<file path="config.mk">
export PLATFORM = sky130hd
export DESIGN_NAME = clk_period_meter
export DESIGN_NICKNAME = d
export VERILOG_FILES = /design/src/rtl/clk_period_meter.sv
export SDC_FILE = /design/constraint.sdc
export NUM_CORES = 1
export LEC_CHECK = 0
export CORE_AREA = 5 5 107 109
export CTS_CLUSTER_DIAMETER = 150
export CTS_CLUSTER_SIZE = 10
export DETAILED_ROUTE_END_ITERATION = 6
export DIE_AREA = 0 0 112 114
export GPL_TIMING_DRIVEN = 1
export PLACE_DENSITY = 0.91
export SLEW_MARGIN = 20
export SYNTH_ARGS = -nofsm -noshare
export SYNTH_HDL_FRONTEND = slang
export SYNTH_SLANG_ARGS = --single-unit
</file>
<file path="constraint.sdc">
create_clock -name clk -period 5 [get_ports clk]
set_input_delay 0.5 -clock clk [delete_from_list [all_inputs] [get_ports clk]]
set_output_delay 0.5 -clock clk [all_outputs]
set_load 0.01 [all_outputs]
</file>
<file path="src/rtl/clk_period_meter.sv">
// Measures the period and high time of a slow, asynchronous clock in cycles of clk.
// Reports lock against an expected half-period and flags a stalled input with a timeout.
module clk_period_meter #(
  parameter int N       = 50000000,
  parameter int WIDTH   = 32,
  parameter int TOL     = 2,
  parameter int TIMEOUT = 200000000
) (
  input  logic             clk,
  input  logic             rst,
  input  logic             clk_in,
  input  logic             enable,
  output logic [WIDTH-1:0] period,
  output logic [WIDTH-1:0] high_time,
  output logic             meas_valid,
  output logic             locked,
  output logic             timeout
);

  typedef enum logic [1:0] {
    IDLE,
    WAIT_FIRST,
    MEASURE
  } state_t;

  // Tolerance window bounds, clamped at zero and widened by one bit so the
  // lower bound never wraps for small N.
  localparam int PER_LO_I  = (2 * N > TOL) ? 2 * N - TOL : 0;
  localparam int HIGH_LO_I = (N > TOL) ? N - TOL : 0;
  localparam logic [WIDTH:0] PER_LO  = (WIDTH + 1)'(PER_LO_I);
  localparam logic [WIDTH:0] PER_HI  = (WIDTH + 1)'(2 * N + TOL);
  localparam logic [WIDTH:0] HIGH_LO = (WIDTH + 1)'(HIGH_LO_I);
  localparam logic [WIDTH:0] HIGH_HI = (WIDTH + 1)'(N + TOL);
  localparam logic [WIDTH-1:0] TIMEOUT_C = WIDTH'(TIMEOUT);

  state_t           state;
  logic             s1, s2, s3;
  logic             rise, fall;
  logic [WIDTH-1:0] cnt;
  logic [WIDTH-1:0] hpend;
  logic             in_tol;

  assign rise = s2 & ~s3;
  assign fall = ~s2 & s3;

  assign in_tol = ({1'b0, cnt} >= PER_LO) && ({1'b0, cnt} <= PER_HI) &&
                  ({1'b0, hpend} >= HIGH_LO) && ({1'b0, hpend} <= HIGH_HI);

  // s3 only exists to form the edge pulses; it adds the same delay to rise and fall.
  always_ff @(posedge clk or negedge rst) begin
    if (!rst) begin
      s1 <= 1'b0;
      s2 <= 1'b0;
      s3 <= 1'b0;
    end else begin
      // NOTE: non-blocking assignments make every flop sample pre-edge values,
      // which is what turns s1/s2/s3 into a real shift chain.
      s1 <= clk_in;
      s2 <= s1;
      s3 <= s2;
    end
  end

  always_ff @(posedge clk or negedge rst) begin
    if (!rst) begin
      state      <= IDLE;
      cnt        <= '0;
      hpend      <= '0;
      period     <= '0;
      high_time  <= '0;
      meas_valid <= 1'b0;
      locked     <= 1'b0;
      timeout    <= 1'b0;
    end else begin
      meas_valid <= 1'b0;
      if (!enable) begin
        state   <= IDLE;
        cnt     <= '0;
        locked  <= 1'b0;
        timeout <= 1'b0;
      end else begin
        case (state)
          IDLE: begin
            cnt   <= '0;
            state <= WAIT_FIRST;
          end
          WAIT_FIRST, MEASURE: begin
            if (rise) begin
              cnt <= WIDTH'(1);
            end else if (cnt != TIMEOUT_C) begin
              cnt <= cnt + 1'b1;
            end

            if (fall && state == MEASURE) begin
              hpend <= cnt;
            end

            // A rise landing on the saturation cycle still counts as a valid edge.
            if (rise) begin
              timeout <= 1'b0;
              state   <= MEASURE;
              if (state == MEASURE) begin
                period     <= cnt;
                high_time  <= hpend;
                meas_valid <= 1'b1;
                locked     <= in_tol;
              end
            end else if (cnt == TIMEOUT_C) begin
              timeout <= 1'b1;
              locked  <= 1'b0;
              state   <= WAIT_FIRST;
            end
          end
          default: state <= IDLE;
        endcase
      end
    end
  end

endmodule

</file>
==> impl_metrics.ini <==
[status]
status = finished clean

[synthesis]
syn_nets = 518
synth_ff_type = dfrtp_1
yosysUniqueCellTypes = 58
synth_edf_count = 0
ys_warn_count = 0
async_reset_ff_frac = 1.00
seq_area_frac_synth = 0.558
syn_area_sq_um = 6100
ys_ff_latch = 136
postSynthAreaPerCell_sq_um = 12.0
syn_inst = 508

[timing]
max_slew_margin = 0.288
worst_slew_pin_slew_ns = 1.06
hold_viol_final = 0
tns_ns = 0
post-route-period-util = 0.590
period_minus_slack_ns = 2.95
setup_viol_count_final = 0
clock_skew_ns = 0.00918
rsz0062_at_grt = no
slew_viol_final = 0
fmax_mhz = 339

[critical_path]
crit_type = reg -> reg
critPathMaxFanout = 16
max_stage_delay_ns = 0.66
crit_chain = nor4_1 -> nand4_1 -> nor4_4 -> nor2_1 -> a41oi_1 -> a31oi_1
start_kind = flop
crit_required_ns = 5.39
cp-end-kind = flop
arrival_ns = 3.34
critPathSlowestCell = nor4_4

[placed_design]
placed_area_sq_um = 6870
place.gp.congestion = 0.883
hpwl_um = 9400
portBuffers = 70

[cts]
clk_pin_slew_ns = 0.07
cts_root_buf = clkbuf_8
cts_buffer_depth = 2
cts_made_buffers = 17
ctsResizeCount = 0
htreeDepth = 4
clock_sinks = 136
post-cts-setup-buffers = 0
cts_hold_buffers = 0
clk_latency_ns = 0.53
cts_tree = built

[route]
routed_wl_um = 14000
avgViaCountPerCell = 6.14
drt-initial-drc-count = 384
ant_nets = 0
firstDrtPassIters = 6
post_drt_wl_per_cell_um = 19.3
drc = 0
via_count = 4457

[finish]
finalNetCount = 583
drive_gt1_frac = 0.235
stdcell_area_sq_um = 7430
n_antenna_cell = 0
area_growth_pct = 21.8

[die]
die_y_um = 114
start_util = 0.580
core_sq_um = 10500
io_pins = 71
num_rows = 38
die_area_sq_um = 12800
die_w_um = 112

[global_route]
grt_pass1_wl_um = 23800
grt_max_degree = 84
overflow = 0
first_global_vias = 4652
grt_antenna_before_repair = 0
track_usage = 0.235

[power]
vdd_drop_max_uv = 229
pwr-share-comb = 0.069
static-leakage-power_nw = 3.42
swShare = 0.261
seq_power_share = 0.454
powerDensity_nw_per_um2 = 332
intPower_mw = 1.82
clock_power_share = 0.477
power.switching_mw = 0.644

[flow_run]
drv_cap = 0

[worst_hold_path]
min_path_type = in -> async
-- state kept, by name (all words and copies together) (netlist names) --
name        flops
locked          1
meas_valid      1
cnt            32
s1              1
high_time      32
period         32
s3              1
s2              1
timeout         1
hpend          32
state           2
-- cells in the mapped netlist (9+ instances only) --
cell type / instances / share of area
dfrtp_1: 136 / 0.56
inv_1: 10 / 0.0062
a31oi_1: 9 / 0.0092
xnor2_1: 10 / 0.014
clkbuf_1: 16 / 0.0098
mux2_2: 88 / 0.16
nor2_1: 24 / 0.015
nand4_1: 13 / 0.013
o21ai_0: 27 / 0.022
a21oi_1: 18 / 0.015
nand3_1: 19 / 0.016
nand2_1: 31 / 0.019
-- cell type report --
class	count	area, sq um
fill	693	3080
clock buffer	17	414
tap	140	175
sequential	136	3400
inverter	10	37.5
timing repair buffer	74	732
clock inverter	15	145
multi-input combinational	334	2520
-- kinds of logic (layout without fill, tap and decap cells) --
group	Yosys count	after routing	share of synthesized area
compound gates	86	86	0.0899
xor+xnor	11	11	0.0158
fa+ha+maj	6	6	0.0123
buf+inv	38	116	0.0297
flops	136	136	0.558
mux	89	89	0.164
simple gates	142	142	0.130
-- layout by cell type (no fill, tap or decap), types with 10 or more instances in the layout --
cell             synthesis  layout
clkdlybuf4s50_1          0      69
nand2_1                 31      31
clkbuf_16                0      16
inv_1                   10      10
nor2_1                  24      24
nand3_1                 19      18
xnor2_1                 10      10
mux2_2                  88      88
o21ai_0                 27      27
nand4_1                 13      13
a21oi_1                 18      18
dfrtp_1                136     136
-- power groups by stage --
stage	logic [mW]	clock network [mW]	registers [mW]
5_1_grt	0.189	1.25	1.12
6_report	0.169	1.18	1.12
2_1_floorplan	0.114	0	1.14
3_3_place_gp	0.158	0	1.14
4_1_cts	0.168	1.19	1.12
3_5_place_dp	0.166	0	1.14
-- layer usage --
layer  vias up  GRT usage  part of all wire
met5         -          0                 0
met4         0     0.0994             0.026
met3        39     0.0653             0.059
met2       184      0.393              0.51
met1      2227      0.289              0.40
li1       2007          -                 -
-- final timing paths --
path	from	end	slack (ns)	cells past startpoint
max in group asynchronous	rst	period[13]	3.84	2
min in group clk	s1	s2	0.38	0
worst max-delay path	cnt[29]	cnt[28]	2.05	6
worst min-delay path	rst	high_time[5]	0.01	1
worst min register to register	s1	s2	0.38	0
worst max register to register	cnt[29]	cnt[28]	2.05	6
-- worst max-delay path: cells and delay by family (launching register included) --
family           cells  cell delay [ns]
AO/OA/AOI/OAI        2             0.39
flip-flops           1             0.44
AND/OR/NAND/NOR      4             1.96
-- metrics by stage --
step / utilization / setup WS, ns / std cells / power [mW] / hold slack (ns)
finish: 0.707 / 2.05 / 726 / 2.47 / 0.0113
global route: 0.707 / 1.81 / 726 / 2.56 / 0.0432
CTS: 0.707 / 2.11 / 726 / 2.48 / 0.0335
detailed placement: 0.654 / 2.16 / 694 / 1.31 / 0.363
global placement: 0.654 / 2.25 / 694 / 1.30 / 0.338
floorplan: - / 2.97 / 508 / 1.25 / 0.204
Note: power is estimated with default switching activity, not from simulation.
